[config.mk]
export PLATFORM = sky130hd
export DESIGN_NAME = starfield_speed_ctrl
export DESIGN_NICKNAME = d
export VERILOG_FILES = /design/src/rtl/starfield_speed_ctrl.sv
export SDC_FILE = /design/constraint.sdc
export NUM_CORES = 1
export LEC_CHECK = 0
export BUFFER_PORTS_ARGS = -buffer_cell sky130_fd_sc_hd__buf_2
export CAP_MARGIN = 20
export CORE_AREA = 2 2 103 105
export CTS_BUF_LIST = sky130_fd_sc_hd__clkbuf_4 sky130_fd_sc_hd__clkbuf_8
export CTS_CLUSTER_DIAMETER = 150
export CTS_CLUSTER_SIZE = 40
export DETAILED_ROUTE_END_ITERATION = 7
export DIE_AREA = 0 0 105 107
export GPL_TIMING_DRIVEN = 0
export PLACE_DENSITY = 0.6
export SETUP_SLACK_MARGIN = 0.05
export SLEW_MARGIN = 20
export SYNTH_ARGS = -nofsm -noshare
export SYNTH_HDL_FRONTEND = slang
export SYNTH_SLANG_ARGS = --single-unit
export TNS_END_PERCENT = 30
[constraint.sdc]
create_clock -name clk -period 4.4 [get_ports clk]
set_clock_uncertainty 0.15 [all_clocks]
set_input_delay 0.88 -clock clk [delete_from_list [all_inputs] [get_ports clk]]
set_output_delay 0.88 -clock clk [all_outputs]
set_load 0.01 [all_outputs]
[src/rtl/starfield_speed_ctrl.sv]
// starfield_speed_ctrl
//   Frame-synchronous speed sequencer for the starfield generator. The CPU programs a
//   target speed, a step size and a frames-per-step divider. On every qualifying vblank
//   rising edge the live speed is stepped toward the target, and each change is pushed
//   to the starfield's speed port as a single-cycle write.
//
// Ports
//   clk        system clock
//   rst_n      asynchronous active-low reset
//   vblank     vertical blank level; the rising edge is detected internally
//   cpu_addr   register select: 0 target, 1 step, 2 divider, 3 control
//   cpu_data   CPU write data
//   cpu_write  CPU write strobe (one cycle)
//   sf_speed   speed value presented to the starfield data_in (held between writes)
//   sf_write   one-cycle write strobe to the starfield
//   busy       high while the current speed differs from the target
//   cur_speed  live current speed

module starfield_speed_ctrl #(
    parameter int unsigned DIV_W      = 4,
    parameter logic [7:0]  INIT_SPEED = 8'd0
) (
    input  logic       clk,
    input  logic       rst_n,
    input  logic       vblank,
    input  logic [1:0] cpu_addr,
    input  logic [7:0] cpu_data,
    input  logic       cpu_write,
    output logic [7:0] sf_speed,
    output logic       sf_write,
    output logic       busy,
    output logic [7:0] cur_speed
);

    typedef enum logic [1:0] {StInit, StIdle, StCalc, StWrite} state_e;

    state_e           state_q, state_d;
    logic [7:0]       target_q, target_d;
    logic [7:0]       step_q, step_d;
    logic [DIV_W-1:0] div_q, div_d;
    logic             enable_q, enable_d;
    logic             snap_q, snap_d;
    logic [7:0]       current_q, current_d;
    logic [DIV_W-1:0] frame_cnt_q, frame_cnt_d;
    logic             vbl_q;
    logic [7:0]       sf_speed_q, sf_speed_d;
    logic             sf_write_q, sf_write_d;

    // CPU register decode
    logic wr_target, wr_step, wr_div, wr_ctrl;
    assign wr_target = cpu_write && (cpu_addr == 2'd0);
    assign wr_step   = cpu_write && (cpu_addr == 2'd1);
    assign wr_div    = cpu_write && (cpu_addr == 2'd2);
    assign wr_ctrl   = cpu_write && (cpu_addr == 2'd3);

    logic vbl_rise;
    assign vbl_rise = vblank & ~vbl_q;

    // Frame divider: a programmed 0 behaves as 1. The increment is one bit wider so the
    // comparison never wraps.
    logic [DIV_W-1:0] div_eff;
    logic [DIV_W:0]   fc_inc;
    logic             frame_due;
    assign div_eff   = (div_q == '0) ? DIV_W'(1) : div_q;
    assign fc_inc    = {1'b0, frame_cnt_q} + (DIV_W + 1)'(1);
    assign frame_due = fc_inc >= {1'b0, div_eff};

    // Next speed: move by step toward target, clamping at target so we never overshoot
    // and never wrap past 0 or 255.
    logic [8:0] sum9, diff9;
    logic [7:0] calc_speed;
    assign sum9  = {1'b0, current_q} + {1'b0, step_q};
    assign diff9 = {1'b0, current_q} - {1'b0, step_q};

    always_comb begin
        calc_speed = current_q;
        if (step_q == 8'd0) begin
            calc_speed = target_q;
        end else if (current_q < target_q) begin
            calc_speed = (sum9 > {1'b0, target_q}) ? target_q : sum9[7:0];
        end else if (current_q > target_q) begin
            calc_speed = (diff9[8] || (diff9[7:0] < target_q)) ? target_q : diff9[7:0];
        end
    end

    // State register
    always_ff @(posedge clk or negedge rst_n) begin
        if (!rst_n) begin
            state_q <= StInit;
        end else begin
            state_q <= state_d;
        end
    end

    // Next-state logic
    always_comb begin
        state_d = state_q;
        unique case (state_q)
            StInit:  state_d = StIdle;
            StIdle: begin
                if (snap_q) begin
                    state_d = StWrite;
                end else if (vbl_rise && enable_q && frame_due) begin
                    state_d = StCalc;
                end
            end
            StCalc:  state_d = (calc_speed != current_q) ? StWrite : StIdle;
            StWrite: state_d = StIdle;
            default: state_d = StIdle;
        endcase
    end

    // Datapath and output next-values
    always_comb begin
        target_d    = target_q;
        step_d      = step_q;
        div_d       = div_q;
        enable_d    = enable_q;
        snap_d      = snap_q;
        current_d   = current_q;
        frame_cnt_d = frame_cnt_q;
        sf_speed_d  = sf_speed_q;
        sf_write_d  = 1'b0;

        if (wr_target) target_d = cpu_data;
        if (wr_step)   step_d   = cpu_data;
        if (wr_div)    div_d    = cpu_data[DIV_W-1:0];
        if (wr_ctrl)   enable_d = cpu_data[0];

        unique case (state_q)
            StInit: begin
                sf_speed_d = INIT_SPEED;
                sf_write_d = 1'b1;
            end
            StIdle: begin
                // Snap wins over a coincident vblank edge; that edge is dropped entirely.
                if (snap_q) begin
                    current_d = target_q;
                    snap_d    = 1'b0;
                end else if (vbl_rise && enable_q) begin
                    frame_cnt_d = frame_due ? '0 : fc_inc[DIV_W-1:0];
                end
            end
            StCalc: begin
                current_d = calc_speed;
            end
            StWrite: begin
                sf_speed_d = current_q;
                sf_write_d = 1'b1;
            end
            default: ;
        endcase

        if (wr_div) frame_cnt_d = '0;
        if (wr_ctrl && cpu_data[1]) snap_d = 1'b1;
    end

    always_ff @(posedge clk or negedge rst_n) begin
        if (!rst_n) begin
            target_q    <= INIT_SPEED;
            step_q      <= 8'd1;
            div_q       <= DIV_W'(1);
            enable_q    <= 1'b0;
            snap_q      <= 1'b0;
            current_q   <= INIT_SPEED;
            frame_cnt_q <= '0;
            vbl_q       <= 1'b0;
            sf_speed_q  <= 8'd0;
            sf_write_q  <= 1'b0;
        end else begin
            target_q    <= target_d;
            step_q      <= step_d;
            div_q       <= div_d;
            enable_q    <= enable_d;
            snap_q      <= snap_d;
            current_q   <= current_d;
            frame_cnt_q <= frame_cnt_d;
            vbl_q       <= vblank;
            sf_speed_q  <= sf_speed_d;
            sf_write_q  <= sf_write_d;
        end
    end

    assign sf_speed  = sf_speed_q;
    assign sf_write  = sf_write_q;
    assign busy      = (current_q != target_q);
    assign cur_speed = current_q;

endmodule

== After elaboration in Yosys (flattened, before gate mapping) ==
Index checks and enable logic that the tools add are counted.
Cells by class
  add/subtract/negate cells: 3
  bitwise logic cells: 2
  magnitude comparators: 5
  mux-type cells: 21
  equality and inequality tests: 11
  reduce and logical (&&, ||, !) cells: 20
Operator list (number)
  8-bit two-way mux: 6
  8-bit one-hot mux with 2 select lines: 2
  4-bit two-way mux: 6
  8-bit less-than comparator: 2
  8-bit inequality test: 2
  2-bit nonzero test: 5
  8-bit by 8-bit adder with 9-bit output: 1
  9-bit by 8-bit > comparator with 1-bit output: 1
  8-bit by 8-bit subtractor with 9-bit output: 1
  2-bit equality test, second input constant: 4
  8-bit > comparator: 1
  8-bit zero test: 1
  1-bit logical AND: 7
  2-bit two-way mux: 3
  2-bit one-hot mux with 3 select lines: 1
  4-bit by 1-bit adder with 5-bit output, second input constant: 1
  5-bit by 4-bit >= comparator with 1-bit output: 1
  2-bit by 1-bit equality test with 1-bit output, second input constant: 2
  2-bit zero test: 2
  4-bit zero test: 1
  1-bit two-way mux: 3
  3-bit inequality test, second input constant: 1
  3-bit AND reduction: 1
  2-bit by 1-bit inequality test with 1-bit output, second input constant: 1
  other kinds (6): 6
Storage, ports and cells
  logic and storage cells: 73
  register bits: 46

== Longest topological paths before layout ==
Gate-level depths: netlist of run 1.
  word-level depth: 10
  gate-level depth with buffers: 18

== Worst setup path before layout of run 1 ==
No wires, ideal clock.
  path kind: reg2reg
  start point: register current_q[2] (netlist: cur_speed[2])
  end point: register state_q[1]
  path slack: 0.357 ns
  data required time: 4.112 ns
  data arrival time: 3.755 ns
  setup time: 0.138 ns
  buffers on the path: 1
  cell stages (with the launch flop): 18
  path through: dfrtp_1 -> ha_1 -> buf_6 -> nand2b_4 -> a221o_1 -> a21oi_1 -> nor2_1 -> xnor2_1 -> ha_1 -> o21ai_0 -> nor2_1 -> o32a_2 -> a21oi_1 -> nand2_1 -> a2bb2oi_2 -> a21o_1 -> a2111oi_2 -> a31oi_1
On the way
  longest elaborated chain between the ends: 10
RTL lines
  start: declaration: RTL line 43  | logic [7:0] current_q, current_d;
  start signal: assignment: RTL line 176  | current_q <= current_d;
  8-bit by 8-bit subtractor with 9-bit output: RTL line 73  | assign diff9 = {1'b0, current_q} - {1'b0, step_q};
  8-bit less-than comparator: RTL line 82  | calc_speed = (diff9[8] || (diff9[7:0] < target_q)) ? target_q : diff9[7:0];
  1-bit logical OR: RTL line 82
  8-bit two-way mux: RTL line 82
  8-bit two-way mux: RTL line 81  | end else if (current_q > target_q) begin
  8-bit two-way mux: RTL line 79  | end else if (current_q < target_q) begin
  8-bit two-way mux: RTL line 77  | if (step_q == 8'd0) begin
  8-bit inequality test *: RTL line 107  | StCalc: state_d = (calc_speed != current_q) ? StWrite : StIdle;
  2-bit two-way mux *: RTL line 107
  2-bit one-hot mux with 3 select lines *: RTL line 98  | unique case (state_q)
  end signal: assignment: RTL line 89  | state_q <= StInit;
  end signal: assignment: RTL line 91  | state_q <= state_d;
  end: declaration: RTL line 37  | state_e state_q, state_d;
Every way passes the cells marked *; elsewhere a longest branch is shown, timed or not.
A chain may end at the register's enable or synchronous reset.

== Final worst setup path of run 1 ==
  start point: register current_q[0] (netlist: cur_speed[0])
  end point: register state_q[1]
Same word-level chain as after synthesis.

==> results of run 1 <==
worst max path at each step:
stage	cells past startpoint	slack [ns]	end	from
2_1_floorplan	17	0.36	state_q[1]	cur_speed[2]
3_3_place_gp	15	-0.71	state_q[1]	cur_speed[1]
3_5_place_dp	15	-0.67	state_q[1]	cur_speed[1]
4_1_cts	17	0.06	state_q[1]	step_q[0]
5_1_grt	16	-0.11	state_q[1]	cur_speed[0]
6_report	18	0.05	state_q[1]	cur_speed[0]
logic make-up after synthesis:
family,Yosys count,synth area share [%]
AOI/OAI and AO/OA,136,24.3
DFF,46,28.9
and+or+nand+nor,137,17.0
adders and majority gates,50,16.1
buffers and inverters,60,6.02
muxes,16,4.33
xor gates and xnor gates,15,3.29
worst min-delay path: stages (launching register included):
cell and delay [ns]:
dfstp_2 0.38, nand2_1 0.06, nand2_1 0.05
cells in the final DEF (no fill, tap or decap), types with 5 or more instances in the layout:
cell type,count
clkbuf_1,6
nand2_1,40
mux2_2,10
buf_4,30
o21ai_0,33
a21o_1,7
clkbuf_8,6
nand4_1,5
nor3_2,6
mux2i_1,6
buf_2,33
nor2_1,29
inv_1,45
nor3_1,15
xnor2_1,5
dfrtp_1,35
a21oi_1,23
ha_4,5
o22ai_1,7
o31ai_1,5
nand3_1,8
and2_1,6
xor2_1,6
dfrtp_2,9
ha_1,42
area by class of cell:
type                       count  area (sq um)
inverter                      47           180
clock inverter                 2          12.5
fill                         973          5150
sequential                    46          1160
timing repair buffer          60           375
clock buffer                   6          82.6
buffer                        13          76.3
tap                          136           170
multi-input combinational    354          2880
routing by layer:
layer  track usage, %  share of wire (%)  up-vias
met4             13.5                5.9        0
met2             35.3                 45      162
li1                 -                  -     1808
met1             27.9                 42     1874
met3             4.38                6.9       60
met5                0                  0        -
sequential cells by signal (all words and copies together) (netlist names):
name and flops:
frame_cnt_q 4, enable_q 1, sf_write 1, div_q 4
target_q 8, vbl_q 1, snap_q 1, state_q 2
cur_speed 8, step_q 8, sf_speed 8
through the flow:
| step | util (%) | setup slack (ns) |
|---|---|---|
| 6_report | 49.0 | 0.0510 |
| 3_5_place_dp | 42.7 | -0.672 |
| 5_1_grt | 49.0 | -0.112 |
| 3_3_place_gp | 42.7 | -0.712 |
| 2_1_floorplan | - | 0.357 |
| 4_1_cts | 46.0 | 0.0575 |
timing repair:
item / 4_1_cts / 5_1_grt
setup endpoints to repair: 9 / 7
pin swaps: 8 / 22
buffers inserted: 12 / 17
resized for setup: 32 / 31
hold buffers: 0 / 0
==> key figures, run 1 <==
Worst setup path
  • CP Capture Type: register
  • Critical path buffers and inverters: 3
  • Critical R2R Capture: state_q[1]
  • Cell family with most CP delay: compound AO/OA/AOI/OAI gates
  • CP max stage cell: dfrtp_2
  • CP peak stage delay: about 0.48 ns
  • Worst EP arrival: about 4.4 ns
  • CP Data Required Time: 4.42 ns
  • Flop2flop setup slack: ~0.051 ns
  • CP startpoint kind: register
  • R2R Path Start: cur_speed[0]
  • Worst Reg-to-Reg Cells: 18
  • Most frequent CP cell: a21o_1
  • Crit-path cells: clkinvlp_4, ha_2, inv_1, fa_2, a21o_1, nand4_1, nand2_1, xnor2_2, ha_1, o2111a_1, a221oi_4, a21o_4, buf_4, a2111oi_4, a2111oi_0, a21o_1, a2111oi_2, a31oi_1
  • Crit path kind: reg2reg
  • Worst Path Max Fanout: 7

Global routing
  • GR Overflow Total: 0
  • Pin count of the biggest net entering global routing: 47
  • Total global-route track usage: between 20% and 30%
  • First-pass GRT wire length: 19400 um
  • Initial antenna violation count: 0
  • Vias in the first global route: 3785

Drt
  • Post-DRT Antenna Nets: 0
  • Final wirelength: roughly 13000 um
  • First DRT Iteration DRCs: 313
  • Detailed-route via count: 3904
  • Drt pass-1 iters: 5
  • Via density: around 5.9
  • Routed len/inst: 19.0 um
  • Drc violations: 0

Synth
  • Top-count cell post-synth: ha_1
  • Post-synth EDFFs: 0
  • Cell taking the most area after synthesis: dfrtp_1
  • Yosys top cell area share: 27.6%
  • Synthesized area per cell: 8.67 sq um
  • Gate Count Post-Synth: 460
  • Ys async rst share: 100%
  • Mapped Area: 3990 sq um
  • Ys flop type: dfrtp_1
  • Number of distinct library cells after synthesis: 72
  • Syn_nets: 524
  • Yosys warns: 0
  • Post-synth top cells: ha_1, inv_1, dfrtp_1, nand2_1, o21ai_0
  • Synth Register Bits: 46
  • Sequential fraction of the synthesis area: between 20 and 30%
  • Synth area leaders: dfrtp_1, ha_1, inv_1

Timing
  • Relative slew slack: 55.8%
  • Slew at the pin closest to its max-slew limit: 0.657 ns
  • Setup_tns: 0 ns
  • RSZ-0062 raised after global routing: yes
  • Setup violations, final: 0
  • Final Hold Viols: 0
  • Part of the cycle the worst path needs: 98.8%
  • Max Clock Freq: 230 MHz
  • Hold WS: 0.338 ns
  • Fin. max-slew vios: 0
  • Period minus WS final: roughly 4.3 ns

Floorplanning
  • Die area: 11200 sq um
  • Height of the die: 107 um
  • Die Wd: 105 um
  • Rows: 37
  • Core area: 10100 sq um
  • Initial Util: 39.5%
  • I/O Pins: 32

CTS
  • Worst-path clk slew: 0.09 ns
  • Worst skew pair latency: about 0.30 ns
  • CTS root buffer: clkbuf_8
  • CTS tree: built
  • Cts bufs inserted: 5
  • H-tree lvl count: 2
  • Max Buffers Root-to-Sink: 2
  • CTS Sinks: between 40 and 50

Placement
  • Number of port buffers: 31
  • Post-DP HPWL: 9000 um
  • Dpl cells: about 630
  • Final GP Congestion: roughly 0.97
  • Post-Place Cell Area: 4310 sq um

Final layout
  • Total Nets Final: 591
  • Layout Cells excl Fill: 664
  • Antenna diode count: 0
  • P&R area growth vs syn: 24.0%
  • Design area: between 4000 and 5000 sq um
  • Layout cells sized above 1: 28.4%

Worst hold path
  • Hold Startpoint: div_q[0]
  • Hold/Removal Path Class: reg2reg
  • Hold path depth: 2
  • Hold Path Sink: div_q[0]

Outcome
  • Status: finished, final reports clean

Flow run
  • Max Cap Viol: 0
Power of run 1 is not shown: default switching activity piles up to over one toggle a cycle in this logic, so the estimate is an artifact.
==> run 2: changes to the inputs <==
Settings changed: PLACE_DENSITY 0.6 to 0.63, TNS_END_PERCENT 30 to default.
Clock period 4.4 ns to 3.99 ns, I/O delays scaled along.
==> run 2 against run 1 <==
  * The run now ends with setup timing left
  * Core utilization increased by 0.88 points
  * Worst setup slack got worse by 0.27 ns
  * Register-to-register slack got worse by 0.27 ns
  * Critical path depth increased by 1
  * Final cell count decreased by 0.30%
  * Flip-flop and latch count unchanged
  * Global-route usage increased by 0.50 points
  * Non-clock buffer count decreased by 2
  * Maximum frequency increased by 3.4%
  * Highest routed layer unchanged
==> key figures, run 2 (synthesis gave the netlist of run 1 again) <==
CTS
  • CTS tree: built
  • Worst-path clk slew: 0.09 ns
  • H-tree lvl count: 2
  • Max Buffers Root-to-Sink: 2
  • Hold Buf Count CTS: 0
  • CTS Sinks: 46
  • Worst skew pair latency: 0.30 ns
  • Cts bufs inserted: 5
  • CTS root buffer: clkbuf_8

Worst setup path
  • Cell family with most CP delay: compound AO/OA/AOI/OAI gates
  • Flop2flop setup slack: -0.22 ns
  • CP startpoint kind: register
  • Worst Reg-to-Reg Cells: 19
  • Critical path buffers and inverters: 3
  • Worst EP arrival: 4.23 ns
  • Worst Path Max Fanout: 4
  • Crit path kind: reg2reg
  • R2R Path Start: cur_speed[0]
  • Crit-path cells: ha_4, fa_2, nand2b_4, a21oi_1, nor2_1, xnor2_2, inv_1, ha_1, nand4_1, o211ai_1, o32a_4, a211oi_4, buf_4, buf_4, nor3_1, nor3_1, nand3b_1, a2111oi_4, a31oi_1
  • CP Capture Type: register
  • CP peak stage delay: 0.50 ns
  • Critical R2R Capture: state_q[1]
  • CP max stage cell: dfrtp_2
  • CP Data Required Time: 4.01 ns

Placement
  • Final GP Congestion: 0.962
  • Dpl cells: about 630
  • Number of port buffers: 31
  • Post-Place Cell Area: 4380 sq um
  • Post-DP HPWL: 9120 um

Global routing
  • Pin count of the biggest net entering global routing: 47
  • GR Overflow Total: 0
  • Initial antenna violation count: 0
  • Total global-route track usage: 22.7%
  • First-pass GRT wire length: 19900 um
  • Vias in the first global route: 3794

Drt
  • Detailed-route via count: 3862
  • Via density: 5.83
  • Final wirelength: 12900 um
  • First DRT Iteration DRCs: between 200 and 300
  • Post-DRT Antenna Nets: 0
  • Drt pass-1 iters: 5
  • Drc violations: 0
  • Routed len/inst: 19.4 um

Final layout
  • Layout Cells excl Fill: ~660
  • Commonest non-fill, non-tap cell in the layout: inv_1
  • Total Nets Final: 589
  • Antenna diode count: 0
  • Most frequent cells in the layout: inv_1, ha_1, nand2_1
  • Storage element area: ~1200 sq um
  • P&R area growth vs syn: 26.2%
  • Fill count: 988
  • Layout cells sized above 1: between 20% and 30%
  • Design area: 5030 sq um
  • Multi-input gate area: 2970 sq um

Timing
  • Relative slew slack: 51.1%
  • Slew at the pin closest to its max-slew limit: 0.732 ns
  • Setup_tns: -0.231 ns
  • Max Clock Freq: 238 MHz
  • Setup WS post-layout: -0.218 ns
  • Hold WS: 0.330 ns
  • Final Hold Viols: 0
  • RSZ-0062 raised after global routing: yes
  • Fin. max-slew vios: 0
  • Part of the cycle the worst path needs: 105%
  • Setup violations, final: 2
  • Period minus WS final: 4.21 ns

Floorplanning
  • Initial Util: 39.5%
  • I/O Pins: 32
  • Rows: 37
  • Core area: 10100 sq um
  • Die area: 11200 sq um
  • Die Wd: 105 um
  • Height of the die: 107 um

Flow run
  • Max Cap Viol: 0

Outcome
  • Status: finished, violations left
  • Failing checks: setup timing

Worst hold path
  • Hold/Removal Path Class: in2async
[run 2: cell count changes in the layout (fill, tap and decap cells not counted), sizes merged]
cell / before / now
buf: 66 / 64
clkbuf: 13 / 12
inv: 46 / 47
[run 2: through the flow]
stage          worst slack, ns  util, %
6_report                -0.218     49.9
5_1_grt                 -0.398     49.9
4_1_cts                 -0.192     48.3
3_5_place_dp            -0.751     43.4
3_3_place_gp            -0.779     43.4
2_1_floorplan           0.0280        -
[run 2: worst max path at each step]
stage            startpoint    endpoint  slack (ns)  cells after the start
4_1_cts           step_q[0]  state_q[1]       -0.19                     17
6_report       cur_speed[0]  state_q[1]       -0.22                     19
5_1_grt        cur_speed[0]  state_q[1]       -0.40                     19
3_3_place_gp   cur_speed[4]  state_q[1]       -0.78                     15
2_1_floorplan  cur_speed[2]  state_q[1]        0.03                     17
3_5_place_dp   cur_speed[4]  state_q[1]       -0.75                     15
[run 2: worst reg2reg max path: stages (launching register included)]
cell,delay [ns]
dfrtp_2,0.50
ha_4,0.20
fa_2,0.37
nand2b_4,0.09
a21oi_1,0.06
nor2_1,0.17
xnor2_2,0.17
inv_1,0.07
ha_1,0.33
nand4_1,0.14
o211ai_1,0.21
o32a_4,0.24
a211oi_4,0.07
buf_4,0.18
buf_4,0.13
nor3_1,0.18
nor3_1,0.09
nand3b_1,0.22
a2111oi_4,0.41
a31oi_1,0.12
[run 2: cell type report]
type | instances | area share (%)
clock inverters | 3 | 0.472
plain buffers | 13 | 1.52
repair buffers | 58 | 7.41
multi-input cells | 354 | 59.1
clock buffers | 5 | 1.37
flip-flops and latches | 46 | 23.1
inverters | 47 | 3.61
well taps | 136 | 3.38
[run 2: layer usage]
metal | GRT usage [%] | routed length, um | vias up
met2 | 37.5 | 6050 | 166
li1 | - | - | 1803
met3 | 4.13 | 833 | 45
met5 | 0 | 0 | -
met4 | 8.95 | 484 | 0
met1 | 29.5 | 5510 | 1848
[run 2: what timing repair did]
item,CTS,global route
buffers inserted,18,9
pin swaps,19,13
gates resized for setup,44,23
hold endpoints to repair,0,0
endpoints found under the setup margin,9,9
Power of run 2 is left out for the same reason.
